--- config.mk ---
export PLATFORM = sky130hd
export DESIGN_NAME = audio_i2s_tx
export DESIGN_NICKNAME = d
export VERILOG_FILES = /design/src/rtl/audio_i2s_tx.sv
export SDC_FILE = /design/constraint.sdc
export NUM_CORES = 1
export LEC_CHECK = 0
export CAP_MARGIN = 5
export CORE_UTILIZATION = 45
export DETAILED_ROUTE_END_ITERATION = 6
export GPL_ROUTABILITY_DRIVEN = 1
export MAX_ROUTING_LAYER = met4
export PLACE_DENSITY_LB_ADDON = 0.15
export SETUP_SLACK_MARGIN = 0.5
export SYNTH_ARGS = -nofsm -noshare
export SYNTH_HDL_FRONTEND = slang
export SYNTH_SLANG_ARGS = --single-unit
--- constraint.sdc ---
create_clock -name clk_i -period 3.05 [get_ports clk_i]
set_clock_uncertainty 0.15 [all_clocks]
set_input_delay 0.61 -clock clk_i [delete_from_list [all_inputs] [get_ports clk_i]]
set_output_delay 0.61 -clock clk_i [all_outputs]
set_load 0.005 [all_outputs]
--- src/rtl/audio_i2s_tx.sv ---
// audio_i2s_tx: I2S master transmitter for 24-bit signed audio samples.
// Generates BCLK/DACLRCK from clk, buffers samples in a small FIFO and
// sends each popped sample MSB-first on both the left and right slots.
// The advance pulse marks every frame start and doubles as the synth's
// sample clock.
//
// Handshake: a sample is pushed on any rising clk edge where both
// sample_valid_i and sample_ready_o are high. sample_ready_o depends only
// on the registered FIFO level, so it never depends on sample_valid_i.
module audio_i2s_tx #(
    parameter int DATA_W     = 24,
    parameter int BCLK_HALF  = 8,
    parameter int FIFO_DEPTH = 4
) (
    input  logic                            clk_i,
    input  logic                            rst_ni,
    input  logic [DATA_W-1:0]               sample_in_i,
    input  logic                            sample_valid_i,
    output logic                            sample_ready_o,
    input  logic                            mute_i,
    input  logic                            clear_underrun_i,
    output logic                            advance_o,
    output logic                            underrun_o,
    output logic [$clog2(FIFO_DEPTH):0]     fifo_level_o,
    output logic                            aud_bclk_o,
    output logic                            aud_daclrck_o,
    output logic                            aud_dacdat_o
);

    localparam int AW   = $clog2(FIFO_DEPTH);
    localparam int LW   = AW + 1;
    localparam int DIVW = $clog2(BCLK_HALF);

    // Bit clock generation state
    logic [DIVW-1:0]   div_q;
    logic              bclk_q;

    // Frame position: number of the current BCLK period within the frame
    logic [5:0]        bit_q;
    logic [5:0]        bit_d;

    // Sample being serialized in the current frame
    logic [DATA_W-1:0] shadow_q;
    logic [DATA_W-1:0] shadow_d;

    // Registered serial outputs and status
    logic              lrck_q;
    logic              lrck_d;
    logic              dat_q;
    logic              dat_d;
    logic              advance_q;
    logic              underrun_q;

    // Sample FIFO
    logic [DATA_W-1:0] mem_q [FIFO_DEPTH];
    logic [AW-1:0]     wr_ptr_q;
    logic [AW-1:0]     rd_ptr_q;
    logic [LW-1:0]     level_q;
    logic [LW-1:0]     level_d;

    logic              div_tc;
    logic              fall;
    logic              frame_start;
    logic              fifo_empty;
    logic              push;
    logic              pop;

    assign div_tc      = (div_q == DIVW'(BCLK_HALF - 1));
    // A fall event is the divider wrap that takes BCLK from 1 to 0.
    assign fall        = div_tc && bclk_q;
    assign frame_start = fall && (bit_q == 6'd63);
    assign fifo_empty  = (level_q == '0);
    assign sample_ready_o = (level_q != LW'(FIFO_DEPTH));
    assign push        = sample_valid_i && sample_ready_o;
    // A push in the same cycle as a frame start on an empty FIFO is not
    // visible to the pop; that frame underruns and the sample stays queued.
    assign pop         = frame_start && !fifo_empty;
    assign level_d     = level_q + LW'(push) - LW'(pop);

    // Next serial state, evaluated from the bit position after the fall event
    always_comb begin
        bit_d    = bit_q + 6'd1;
        lrck_d   = bit_d[5];
        dat_d    = 1'b0;
        shadow_d = shadow_q;
        if (frame_start) begin
            shadow_d = (pop && !mute_i) ? mem_q[rd_ptr_q] : '0;
        end
        // Left slot carries bits at b=1..DATA_W, right slot at b=33..32+DATA_W.
        for (int i = 0; i < DATA_W; i++) begin
            if (bit_d == 6'(DATA_W - i)) begin
                dat_d = shadow_q[i];
            end
            if (bit_d == 6'(DATA_W + 32 - i)) begin
                dat_d = shadow_q[i];
            end
        end
    end

    // BCLK divider: toggle BCLK every BCLK_HALF clk cycles
    always_ff @(posedge clk_i or negedge rst_ni) begin
        if (!rst_ni) begin
            div_q  <= '0;
            bclk_q <= 1'b0;
        end else if (div_tc) begin
            div_q  <= '0;
            bclk_q <= ~bclk_q;
        end else begin
            div_q  <= div_q + DIVW'(1);
        end
    end

    // Serial state advances only on fall events; advance pulses at frame start
    always_ff @(posedge clk_i or negedge rst_ni) begin
        if (!rst_ni) begin
            bit_q     <= 6'd63;
            shadow_q  <= '0;
            lrck_q    <= 1'b1;
            dat_q     <= 1'b0;
            advance_q <= 1'b0;
        end else begin
            advance_q <= frame_start;
            if (fall) begin
                bit_q    <= bit_d;
                shadow_q <= shadow_d;
                lrck_q   <= lrck_d;
                dat_q    <= dat_d;
            end
        end
    end

    // FIFO storage, pointers and occupancy
    always_ff @(posedge clk_i or negedge rst_ni) begin
        if (!rst_ni) begin
            for (int i = 0; i < FIFO_DEPTH; i++) begin
                mem_q[i] <= '0;
            end
            wr_ptr_q <= '0;
            rd_ptr_q <= '0;
            level_q  <= '0;
        end else begin
            if (push) begin
                mem_q[wr_ptr_q] <= sample_in_i;
                wr_ptr_q        <= wr_ptr_q + AW'(1);
            end
            if (pop) begin
                rd_ptr_q <= rd_ptr_q + AW'(1);
            end
            level_q <= level_d;
        end
    end

    // Sticky underrun flag; a new underrun wins over a simultaneous clear
    always_ff @(posedge clk_i or negedge rst_ni) begin
        if (!rst_ni) begin
            underrun_q <= 1'b0;
        end else if (frame_start && fifo_empty) begin
            underrun_q <= 1'b1;
        end else if (clear_underrun_i) begin
            underrun_q <= 1'b0;
        end
    end

    assign advance_o     = advance_q;
    assign underrun_o    = underrun_q;
    assign fifo_level_o  = level_q;
    assign aud_bclk_o    = bclk_q;
    assign aud_daclrck_o = lrck_q;
    assign aud_dacdat_o  = dat_q;

endmodule
==> metrics list, run 1 <==
- Buffers inserted to repair hold after CTS numbered 0.
* Final count of pins violating max slew: 0
- Counting cells, the worst reg-to-reg path comes to 9.
- Summed over all layers, the global routing overflow is 0.
* Per-instance average area after synthesis: 14.2 um2
- Summed over all instances, the cell type with the most area after synthesis is sky130_fd_sc_hd__dfrtp_1.
* Critical Path AT: 2640 ps
- The worst hold path belongs to the class input pin to async pin.
- Global-route wire length before repair: 22300 um
- For this design the ratio of total power to cell area is 823 mW/mm2.
* Number of synthesized flops with an enable pin: 0
- The worst pin sits at a relative slew slack of 61.6%.
* Leakage component of the power: 3.35 nW
- After clock tree synthesis, the clock-pin slew on the worst setup and hold paths is 60 ps.
- Setup violation total in the final timing report: 0
- Area of the multi-input gates: just under 0.003 mm2
* Standard-cell row count: 43
* Standard cell core area: about 0.014 mm2
- Count of nets after finishing: 558
* Chip Width: between 100 and 150 um
- Global routing consumed, over all layers together, around 21% of the routing resources.
- For this run, asynchronously set or reset flops after synthesis account for 100%.
* Wire length reported by the detailed router: around 13000 um
* Startpoint of the worst register-to-register path: bit_q[0]$_DFFE_PN1P_
* Vertical extent of the die: 122 um
- The worst setup path is captured at a register.
- Entering global routing, the biggest net connects 63 pins.
- In the routed design, unresolved DRC markers number 0.
- Final period util: ~82%
- Total Negative Setup Slacks: 0 ps
- Deepest level of the CTS H-tree: 4
* Count of port buffers added during placement: 37
- Final cell count without fillers: 708
* Max Cap Viol: 0
* Cell-by-cell listing of the critical path: buf_4 > ha_2 > inv_1 > a2bb2oi_1 > mux2_2 > a41oi_1 > o41ai_2 > o21ai_1 > a21oi_1
- STA classifies the critical path startpoint as a register.
- Worst-case vdd ir drop: 469 uV
* Area share of the largest cell type after synthesis: 51.9%
- Number of different library cells in the post-synthesis netlist: 55
- After synthesis the netlist holds a flip-flop and latch count of 140.
- Most Used Layer, Global Route: met2
- Placed Cells: 663
- The setup check on the worst reg-to-reg path leaves a slack of 560 ps.
* Area added between synthesis and finish: 22.0%
* Via count normalized by instance count: around 5.6
* Worst stage delay on the critical path: 590 ps
- Routability-driven placement finished with a final weighted congestion of 0.924.
* Mapped Area: 0.00646 mm2
* Maximum fanout along the worst path: 7
* Maximum buffer depth of the clock tree: 2
- In the synthesized netlist the dominant register cell turns out to be sky130_fd_sc_hd__dfrtp_1.
- Unrepaired setup endpoints after global routing: yes
- Final critical delay including setup and external delays: 2490 ps
- Met2 capacity usage during global routing: between 20% and 30%
* Post-Syn Instances: 456
- Post-synth net total: between 400 and 500
* Vias in the first global route: 4122
- Timing would allow up to 0.401 GHz.
- The die covers approximately 0.015 mm2.
* Status: complete, no violations
* Antenna violations before repair: 0
* Sinks on the clock net: 140
- Met3 capacity usage during global routing: 4.54%
- For this run, the detailed router's first-pass iteration total came to 4.
* Routed wire length per instance: about 19 um
- Once routing completed, OpenROAD measured the worst setup slack at 559 ps.
- Number of buffers created by CTS: 17
- Initial Utilization: a little under half
* Top area cells in the synthesized netlist: sky130_fd_sc_hd__dfrtp_1, sky130_fd_sc_hd__mux2_2, sky130_fd_sc_hd__mux4_2
- OpenSTA, run right after detailed placement, puts the worst setup slack at 334 ps.
- On the critical path the largest part of the delay comes from compound AO/OA/AOI/OAI gates.
- In the global route stage, met1 resource usage came out at 29.0%.
* Capture instance of the worst register-to-register path: aud_dacdat_o$_DFFE_PN0P_
- Worst path slowest cell: sky130_fd_sc_hd__dfstp_2
* Clk_lat worst skew: around 420 ps
- The detailed router placed 3933 vias in this run.
* Final hold vios: 0
- TritonCTS clock tree: yes
- Detailed placement finished with a half-perimeter wire length of 8550 um.
- Transition time at the pin with the least slew margin: 576 ps
* Share of layout cells above drive strength 1: about two fifths
- Number of top-level design ports: 38
- For this block, the initial DRC count from the detailed router was 187.
* Antenna Cells: 0
- Remaining antenna violation count after routing: 0
- Total area of sequential cells: 0.00351 mm2
- Kind of critical path: register to register
- Of the synthesized area, sequential elements account for around 54%.
* Root Buffer: sky130_fd_sc_hd__clkbuf_16
- Worst path bufs/invs: 2
- Crit path required time: 3190 ps
- Fill cells in the final layout number 1140.
- Count of yosys warnings during synthesis: 0
## cell families after synthesis
logic type / count (synthesis) / share of synthesized area [%]
xor gates and xnor gates: 15 / 2.15
muxes: 123 / 25.6
AOI/OAI and AO/OA: 67 / 7.96
buffers and inverters: 45 / 3.06
DFF: 140 / 54.3
and+or+nand+nor: 52 / 4.09
adders and majority gates: 14 / 2.83
## where the power goes
part           switching (mW)  total [mW]  leakage, nW  internal (mW)
logic                   0.576        1.61         1.37           1.04
registers               0.344        2.90         1.70           2.56
clock network           0.723        1.97        0.280           1.25
total                    1.64        6.49         3.35           4.84
## flip-flops by register name (all words and copies together), names as in the netlist
| register | count |
|---|---|
| advance_o | 1 |
| aud_bclk_o | 1 |
| aud_dacdat_o | 1 |
| bit_q | 6 |
| div_q | 3 |
| fifo_level_o | 3 |
| mem_q | 96 |
| rd_ptr_q | 2 |
| shadow_q | 24 |
| underrun_o | 1 |
| wr_ptr_q | 2 |
## synthesized netlist by cell type, drive strengths merged (2+ instances only)
cell type / instances
o311ai: 2
o221ai: 3
nand2: 18
nor2: 7
nand2b: 4
mux4: 24
o21ai: 11
xor2: 6
nand3: 5
mux2i: 2
buf: 18
mux2: 97
nor4: 2
a31oi: 2
o32ai: 2
o22ai: 2
dfstp: 6
dfrtp: 134
a21oi: 7
nand4: 2
nor3: 6
inv: 19
a22o: 23
ha: 13
clkbuf: 8
xnor2: 9
a221oi: 2
and2: 3
## worst reg2reg max path, cell delays in order, from the launching register on
cell	delay, ps
sky130_fd_sc_hd__dfstp_2	590
sky130_fd_sc_hd__buf_4	140
sky130_fd_sc_hd__ha_2	250
sky130_fd_sc_hd__inv_1	170
sky130_fd_sc_hd__a2bb2oi_1	190
sky130_fd_sc_hd__mux2_2	260
sky130_fd_sc_hd__a41oi_1	260
sky130_fd_sc_hd__o41ai_2	140
sky130_fd_sc_hd__o21ai_1	150
sky130_fd_sc_hd__a21oi_1	50
## per-layer routing
layer / up-vias / share of wire [%]
met5: - / 0
met1: 2039 / 48
met4: 0 / 0.88
met2: 76 / 48
li1: 1810 / -
met3: 8 / 3.2
## layout by cell type, fill, tap and decap left out, types with 3 or more instances in the layout
| cell type | n |
|---|---|
| sky130_fd_sc_hd__a22o_1 | 23 |
| sky130_fd_sc_hd__dfrtp_1 | 134 |
| sky130_fd_sc_hd__buf_4 | 28 |
| sky130_fd_sc_hd__nand2_1 | 17 |
| sky130_fd_sc_hd__clkbuf_1 | 4 |
| sky130_fd_sc_hd__mux4_2 | 24 |
| sky130_fd_sc_hd__ha_4 | 5 |
| sky130_fd_sc_hd__nand2b_1 | 4 |
| sky130_fd_sc_hd__mux2_2 | 97 |
| sky130_fd_sc_hd__nand3_1 | 4 |
| sky130_fd_sc_hd__clkbuf_16 | 17 |
| sky130_fd_sc_hd__a21oi_1 | 7 |
| sky130_fd_sc_hd__o221ai_1 | 3 |
| sky130_fd_sc_hd__ha_1 | 5 |
| sky130_fd_sc_hd__clkdlybuf4s50_1 | 36 |
| sky130_fd_sc_hd__inv_1 | 16 |
| sky130_fd_sc_hd__o21ai_0 | 9 |
| sky130_fd_sc_hd__clkbuf_8 | 6 |
| sky130_fd_sc_hd__xor2_1 | 5 |
| sky130_fd_sc_hd__nor2_1 | 5 |
| sky130_fd_sc_hd__xnor2_1 | 7 |
| sky130_fd_sc_hd__nor3_1 | 5 |
| sky130_fd_sc_hd__dfstp_2 | 6 |
| sky130_fd_sc_hd__ha_2 | 3 |
## cell type report
type                            count  area share, %
Inverter                           19           1.00
Timing Repair Buffer               66           7.63
Tap cell                          180           2.86
Clock buffer                       27           6.63
Sequential cell                   140           44.5
Clock inverter                      5          0.698
Multi-Input combinational cell    271           36.6
## what timing repair did
action                     CTS  global route
pin swaps                    1             9
setup buffers                8             5
setup endpoints to repair    3             3
gates resized for setup      4            18
## worst max-delay path by stage
stage / depth (start not counted) / slack [ps] / startpoint / endpoint
after floorplan: 13 / 500 / bit_q[1]$_DFFE_PN1P_ / fifo_level_o[2]$_DFF_PN0_
after global placement: 12 / 430 / bit_q[1]$_DFFE_PN1P_ / fifo_level_o[2]$_DFF_PN0_
after detailed placement: 13 / 330 / div_q[0]$_DFF_PN0_ / fifo_level_o[2]$_DFF_PN0_
after CTS: 12 / 500 / bit_q[1]$_DFFE_PN1P_ / fifo_level_o[2]$_DFF_PN0_
after global routing: 9 / 440 / bit_q[0]$_DFFE_PN1P_ / aud_dacdat_o$_DFFE_PN0P_
final: 9 / 560 / bit_q[0]$_DFFE_PN1P_ / aud_dacdat_o$_DFFE_PN0P_
## per-stage QoR
stage          util [%]  hold WS [ps]  power, mW  instance area [um2]
3_5_place_dp       51.0           280       4.53                 7110
6_report           56.6          19.2       6.49                 7880
2_1_floorplan         -           164       4.03                 6510
3_3_place_gp       51.0           264       4.42                 7110
4_1_cts            55.8          35.6       6.55                 7770
5_1_grt            56.6          51.2       6.87                 7880
Power figures use the tool's default switching activity.
==> run 2: changes to the inputs <==
==> constraint.sdc (replaced) <==
create_clock -name clk_i -period 2.2 [get_ports clk_i]
set_clock_uncertainty 0.15 [all_clocks]
set_input_delay 0.44 -clock clk_i [delete_from_list [all_inputs] [get_ports clk_i]]
set_output_delay 0.44 -clock clk_i [all_outputs]
set_load 0.005 [all_outputs]
==> metrics list, run 2 (synthesis gave the netlist of run 1 again) <==
- The total number of nets in the final design is 635 (+14%).
* Pin count of the biggest net entering global routing: 51 (-19%)
- The die boundary width is 122 um (unchanged).
- Startpoint Class: register
- Deepest level of the CTS H-tree: 4 (unchanged)
- Reg clk slew, reported paths: 60 ps (about the same)
- Crit-path leading delay family: adder cells
* Rel. slew slack: 70.9% (+9.3 points)
- The library cell used most frequently in the layout, excluding fill and tap cells, is sky130_fd_sc_hd__dfrtp_1.
* Hold path cells: 1
- Detailed placement HPWL: 9340 um (+9.3%)
- Setup slack of the most critical reg-to-reg path: -230 ps (-790 ps)
* Register with the most flip-flops: mem_q
* Standard cell core area: 0.0139 mm2 (unchanged)
* Global-route wire length before repair: 26000 um (+16%)
- Final hold slack: 355 ps (+335 ps)
* Length of the first detailed-routing pass in iterations: 4 (unchanged)
- GRT Util Overall: 24.9% (+4.2 points)
* Total power divided by cell area: 1180 mW/mm2 (+44%)
- The data arrival time at the worst-slack endpoint came to 2590 ps (-50 ps).
* Count of port buffers added during placement: 37 (unchanged)
- Standard cell area after detailed placement: 0.00759 mm2 (+6.8%)
* Violated checks: negative setup slack
- Combinational share of power: 36.1% (+11 points)
- The maximum frequency from static timing analysis is 0.411 GHz (+2.3%).
* Power consumption: 11.2 mW (+72%)
- Leakage component of the power: 4.42 nW (+32%)
* Setup violation total in the final timing report: 3 (+3)
- Capture instance of the worst register-to-register path: fifo_level_o[2]$_DFF_PN0_
- The worst setup slack after layout was -234 ps (-794 ps).
- Crit path required time: 2360 ps (-830 ps)
- The count of boundary I/O pins came to 38 (unchanged).
- Commonest cells after routing, fill and taps aside: sky130_fd_sc_hd__dfrtp_1, sky130_fd_sc_hd__mux2_4, sky130_fd_sc_hd__buf_4
- Number of buffers created by CTS: 17 (unchanged)
* Unrepaired setup endpoints after global routing: yes
- The number of global-route vias before repair came to 4562 (+11%).
* Hold/Removal Path Class: register to register
- Routed wire length per instance: 21.7 um (+17%)
- The flow ran to the end, but the final reports show violations.
- Final period util: 111% (+29 points)
- Worst stage delay on the critical path: 570 ps (-20 ps)
* Transition time at the pin with the least slew margin: 436 ps (-140 ps)
- The max-cap check violation count is 0 (unchanged).
- The number of failing hold endpoints at the final stage came to 0 (unchanged).
- The total overflow reported by the global router was 0 (unchanged).
* Worst reg2reg path depth: 12 (+3)
* Number of remaining DRC errors: 0 (unchanged)
- The final design instance area without fill is 0.00943 mm2 (+20%).
- The switching power summed over all nets is 2.98 mW (+81%).
* Largest regs: mem_q x96, shadow_q x24, bit_q x6
- The combined buffer and inverter count along the critical path came to 3 (+1).
* Worst path slowest cell: sky130_fd_sc_hd__dfstp_2
* First-iteration detailed-routing DRC count: 196 (+4.8%)
* Share of layout cells above drive strength 1: 51.6% (+12 points)
- Flip-flop count of the largest register, all copies and words added: 96 (unchanged)
* Initial Utilization: 46.4% (unchanged)
- Clk_lat worst skew: 420 ps (about the same)
* Cell-by-cell listing of the critical path: ha_4 > inv_8 > nor2_4 > nand3_4 > nor2_4 > ha_4 > inv_2 > ha_4 > inv_2 > fa_2 > xnor2_2 > xnor2_1
- Hold path startpoint: mem_q[22]$_DFFE_PN0P_
- The clock period minus final worst setup slack is 2430 ps (-56.5 ps).
* TritonCTS clock tree: yes
* Remaining antenna violation count after routing: 0 (unchanged)
- The number of rows created at floorplan was 43 (unchanged).
* Kind of critical path: register to register
- Sinks on the clock net: 140 (unchanged)
- The number of antenna violations at the first check in global routing came to 0 (unchanged).
- Wire length reported by the detailed router: 17000 um (+29%)
- Via count: 4412 (+12%)
- Compared with the post-synthesis result, the final layout area differs by 46.0%.
* Maximum fanout along the worst path: 3 (-4)
* Cell internal power dissipation: 8.20 mW (+69%)
* Clock network fraction of total power: 27.3% (-3.1 points)
* Library cell appearing most often on the critical path: sky130_fd_sc_hd__ha_4
- The final antenna diode count came to 0 (unchanged).
* Type of element capturing the critical path: register
- The tree is rooted in a sky130_fd_sc_hd__clkbuf_16.
* Via count normalized by instance count: 5.62 (+1.2%)
* Switching power as a share of total power: 26.6% (+1.3 points)
* Vertical extent of the die: 122 um (unchanged)
- The final RePlAce weighted congestion is 0.882 (-4.6%).
- In this run the critical register-to-register path is launched from bit_q[1]$_DFFE_PN1P_.
- The number of pins exceeding their max-slew limit in the final report is 0 (unchanged).
- Worst-case vdd ir drop: 1040 uV (+120%)
- Area enclosed by the die boundary: 0.0148 mm2 (unchanged)
* Min-Delay Endpoint: mem_q[22]$_DFFE_PN0P_
- The share of power burned in registers came to 36.6% (-8.1 points).
- Maximum buffer depth of the clock tree: 2 (unchanged)
## run 2: cell types whose count changed in the layout (fill, tap and decap cells not counted), sizes merged
cell / before / now
dlygate4sd3: 0 / 1
nand2: 18 / 21
clkinvlp: 2 / 4
bufinv: 1 / 4
buf: 30 / 109
clkinv: 2 / 3
clkdlybuf4s50: 36 / 27
dlygate4sd2: 0 / 3
clkbuf: 27 / 21
## run 2: power groups by stage
stage	clock, mW	combinational, mW	sequential [mW]
after detailed placement	0	2.59	4.05
after CTS	3.09	3.26	4.02
after global routing	3.20	4.28	4.20
after global placement	0	2.51	3.98
final	3.05	4.04	4.09
after floorplan	0	2.02	3.90
## run 2: how the worst max path moves through the flow
| stage | to | from | slack [ps] | cells past startpoint |
|---|---|---|---|---|
| after floorplan | fifo_level_o[2]$_DFF_PN0_ | bit_q[1]$_DFFE_PN1P_ | -340 | 13 |
| after global placement | fifo_level_o[2]$_DFF_PN0_ | bit_q[0]$_DFFE_PN1P_ | -260 | 12 |
| after detailed placement | fifo_level_o[2]$_DFF_PN0_ | bit_q[0]$_DFFE_PN1P_ | -300 | 12 |
| after CTS | fifo_level_o[2]$_DFF_PN0_ | bit_q[0]$_DFFE_PN1P_ | -220 | 12 |
| after global routing | fifo_level_o[2]$_DFF_PN0_ | div_q[0]$_DFF_PN0_ | -330 | 13 |
| final | fifo_level_o[2]$_DFF_PN0_ | bit_q[1]$_DFFE_PN1P_ | -230 | 12 |
## run 2: final cells by class
class	count	area, um2
Clock buffer	21	460
Tap cell	180	225
Sequential cell	140	3510
Clock inverter	11	169
Fill cell	924	4500
Multi-Input combinational cell	274	3450
Inverter	19	78.8
Timing Repair Buffer	140	1540
## run 2: metal layers
layer  GRT usage (%)  vias to the layer above  share of wire [%]
li1                -                     1978                  -
met1            34.1                     2318                 47
met2            37.3                       93                 48
met3            4.40                       23                3.5
met4            9.03                        0                1.5
met5               -                        -                  0
## run 2: through the flow
stage | TNS [ps] | worst slack [ps] | util (%) | cells
floorplan | -690 | -343 | - | 456
global placement | -656 | -255 | 54.5 | 700
detailed placement | -789 | -304 | 54.5 | 700
CTS | -491 | -220 | 63.4 | 766
global route | -793 | -333 | 67.7 | 785
finish | -546 | -234 | 67.7 | 785
## run 2: repair_timing
item                                    CTS  global route
hold buffers                              1             0
pin swaps                                13            14
cloned                                    9             0
buffers inserted                         24            19
endpoints found under the setup margin  136           137
gates resized for setup                  73           115
endpoints found under the hold margin    41             0
==> run 3: changes to the inputs <==
--- a/config.mk
+++ b/config.mk
@@ -9,7 +9,6 @@
 export CORE_UTILIZATION = 45
 export DETAILED_ROUTE_END_ITERATION = 6
 export GPL_ROUTABILITY_DRIVEN = 1
-export MAX_ROUTING_LAYER = met4
 export PLACE_DENSITY_LB_ADDON = 0.15
 export SETUP_SLACK_MARGIN = 0.5
 export SYNTH_ARGS = -nofsm -noshare
==> metrics list, run 3 (synthesis gave the netlist of run 1 again) <==
- Detailed placement HPWL: 9420 um (+0.89%)
- Initial Utilization: 46.4% (unchanged)
- Capture instance of the worst register-to-register path: fifo_level_o[2]$_DFF_PN0_
- Remaining antenna violation count after routing: 0 (unchanged)
* Worst stage delay on the critical path: 570 ps (about the same)
- Setup repair after global routing could not meet its margin everywhere.
* TritonCTS clock tree: yes
- Number of remaining DRC errors: 0 (unchanged)
* Max layer used: met4
- Standard-cell row count: 43 (unchanged)
* Share of layout cells above drive strength 1: 52.2% (+0.58 points)
- Source of the critical timing path: bit_q[1]$_DFFE_PN1P_
* Antenna Cells: 0 (unchanged)
- The required time of the critical path is 2360 ps (about the same).
- Commonest cells after routing, fill and taps aside: sky130_fd_sc_hd__dfrtp_1, sky130_fd_sc_hd__mux2_4, sky130_fd_sc_hd__buf_4
- Routed wire length per instance: 22.2 um (+2.3%)
- Hold/Removal Path Class: register to register
* Via count normalized by instance count: 5.75 (+2.4%)
- Maximum operating frequency: 0.402 GHz (-2.2%)
- The number of failing hold endpoints at the final stage was 0 (unchanged).
- Critical path depth: 12 (unchanged)
- Maximum buffer depth of the clock tree: 2 (unchanged)
- The pin count of the biggest net entering global routing is 50 (-2.0%).
- Leaving out fill and tap cells, the most frequent cell in the layout is sky130_fd_sc_hd__dfrtp_1.
- Crit path setup slack, layout: -289 ps (-54.7 ps)
* Final hold slack: 272 ps (-82.8 ps)
- Sinks on the clock net: 140 (unchanged)
- The clock period minus final worst setup slack is 2490 ps (+54.7 ps).
- The met1 routed wirelength after detailed routing was 7790 um (-3.2%).
- The first-pass iteration count of the detailed router came to 4 (unchanged).
- The count of boundary I/O pins was 38 (unchanged).
- Transition time at the pin with the least slew margin: 480 ps (+44.1 ps)
* Final period util: 113% (+2.5 points)
- The depth of the worst register-to-register path was 12 (unchanged).
- The power density normalized to cell area was 1140 mW/mm2 (-3.6%).
* Standard cell core area: 0.0139 mm2 (unchanged)
- The kind of cell with the highest combined delay along the critical path is adder cells.
- Root Buffer: sky130_fd_sc_hd__clkbuf_16
* Worst path bufs/invs: 3 (unchanged)
- In the final layout, the registers with the most flip-flops are mem_q x96, shadow_q x24, bit_q x6.
- The checks that failed: negative setup slack.
- The post-CTS clock slew at the launch and capture registers of the worst setup and hold paths came to 60 ps (about the same).
- Status: finished with violations
- The number of pins exceeding their max-slew limit in the final report came to 0 (unchanged).
- Vertical extent of the die: 122 um (unchanged)
- Setup slack of the most critical reg-to-reg path: -290 ps (-50 ps)
* Via count: 4510 (+2.2%)
- The worst setup path is launched from a register.
- The total overflow reported by the global router came to 0 (unchanged).
- The area after detailed placement is 0.00763 mm2 (+0.46%).
* Max Cap Viol: 0 (unchanged)
- Met2 Wirelength: 8570 um (+5.3%)
- The final RePlAce weighted congestion was 0.870 (-1.3%).
* Maximum fanout along the worst path: 2 (-1)
- Startpoint of the worst register-to-register path: bit_q[1]$_DFFE_PN1P_
- Worst-case vdd ir drop: 941 uV (-9.3%)
* Vias in the first global route: 4809 (+5.4%)
- The worst hold path begins at div_q[0]$_DFF_PN0_.
- The number of buffers created by CTS was 17 (unchanged).
* Fraction of the core area covered by cells at the end of the flow: 68.1% (+0.35 points)
* Antenna violations before repair: 0 (unchanged)
- The leakage power is 4.36 nW (-1.2%).
- The number of port buffers came to 37 (unchanged).
- Global-route wire length before repair: 27100 um (+4.3%)
- Ranked by flip-flop count, first place goes to mem_q.
- The total power consumption of the routed design is 10.8 mW (-3.1%).
- Type of element capturing the critical path: register
- The pre-CTS setup slack came to -334 ps (-29.5 ps).
- First-iteration detailed-routing DRC count: 288 (+47%)
- The die boundary width came to 122 um (unchanged).
* Deepest level of the CTS H-tree: 4 (unchanged)
* Library cell appearing most often on the critical path: sky130_fd_sc_hd__ha_4
* Capturing instance or port of the critical path: fifo_level_o[2]$_DFF_PN0_
- Wire length reported by the detailed router: 17400 um (+2.2%)
- Walking the worst path, the cells encountered are ha_4 > inv_8 > nor2_4 > nand3_4 > nor2_4 > ha_4 > inv_2 > ha_4 > inv_2 > fa_2 > xnor2_2 > xnor2_1.
- WL met3: 780 um (+32%)
* Setup violation total in the final timing report: 27 (+24)
- Worst path slowest cell: sky130_fd_sc_hd__dfstp_2
* Rel. slew slack: 68.0% (-2.9 points)
- Kind of critical path: register to register
* Count of nets after finishing: 634 (-0.16%)
- The data arrival time at the worst-slack endpoint is 2650 ps (+60 ps).
- The clock insertion delay at the later pin of the skew report is 430 ps (about the same).
* Area enclosed by the die boundary: 0.0148 mm2 (unchanged)
- Flip-flop count of the largest register, all copies and words added: 96 (unchanged)
* GRT Util Overall: 25.3% (+0.39 points)
- The final design instance area without fill was 0.00948 mm2 (+0.52%).
- Relative to the synthesized area, the layout overhead comes to 46.8%.
- Fill count: 922 (-0.22%)
run 3: layout make-up:
cell class	count	area, um2	area share [%]
tap	180	225	2.37
inverter	19	82.6	0.871
clock inverter	15	186	1.97
sequential	140	3510	37.0
clock buffer	17	425	4.49
timing repair buffer	139	1630	17.2
multi-input combinational	274	3420	36.1
run 3: power breakdown:
part           leakage [nW]  switching (mW)  internal, mW
combinational          2.38            1.29          2.50
clock                 0.287            1.17          1.80
sequential             1.70           0.516          3.55
run 3: routing by layer:
layer  GRT usage (%)  vias up
met5               0        -
met4            10.1        0
met3            5.20       21
met2            40.4      108
met1            33.8     2404
li1                -     1977
run 3: per-stage QoR:
stage / TNS, ps / std cells
finish: -5160 / 784
floorplan: -690 / 456
CTS: -4750 / 773
global placement: -599 / 703
detailed placement: -809 / 703
global route: -7460 / 784
run 3: timing repair:
item | 4_1_cts | 5_1_grt
gates resized for setup | 92 | 84
hold buffers | 1 | 0
gates cloned | 12 | 3
buffers inserted | 25 | 8
pin swaps | 17 | 10
endpoints found under the setup margin | 136 | 134
endpoints found under the hold margin | 39 | 0
run 3: worst min-delay path by stage:
stage	endpoint	slack [ps]	cells past startpoint
finish	div_q[0]$_DFF_PN0_	270	1
floorplan	advance_o$_DFF_PN0_	-6	0
CTS	div_q[0]$_DFF_PN0_	280	1
global placement	mem_q[82]$_DFFE_PN0P_	260	1
detailed placement	mem_q[82]$_DFFE_PN0P_	260	1
global route	div_q[0]$_DFF_PN0_	300	1
run 3: worst reg2reg max path, delay by kind of cell (launching register included):
kind | cells | cell delay [ps]
fa+ha+maj | 4 | 910
xor+xnor | 2 | 270
flops | 1 | 570
simple gates | 3 | 370
buf+inv | 3 | 130
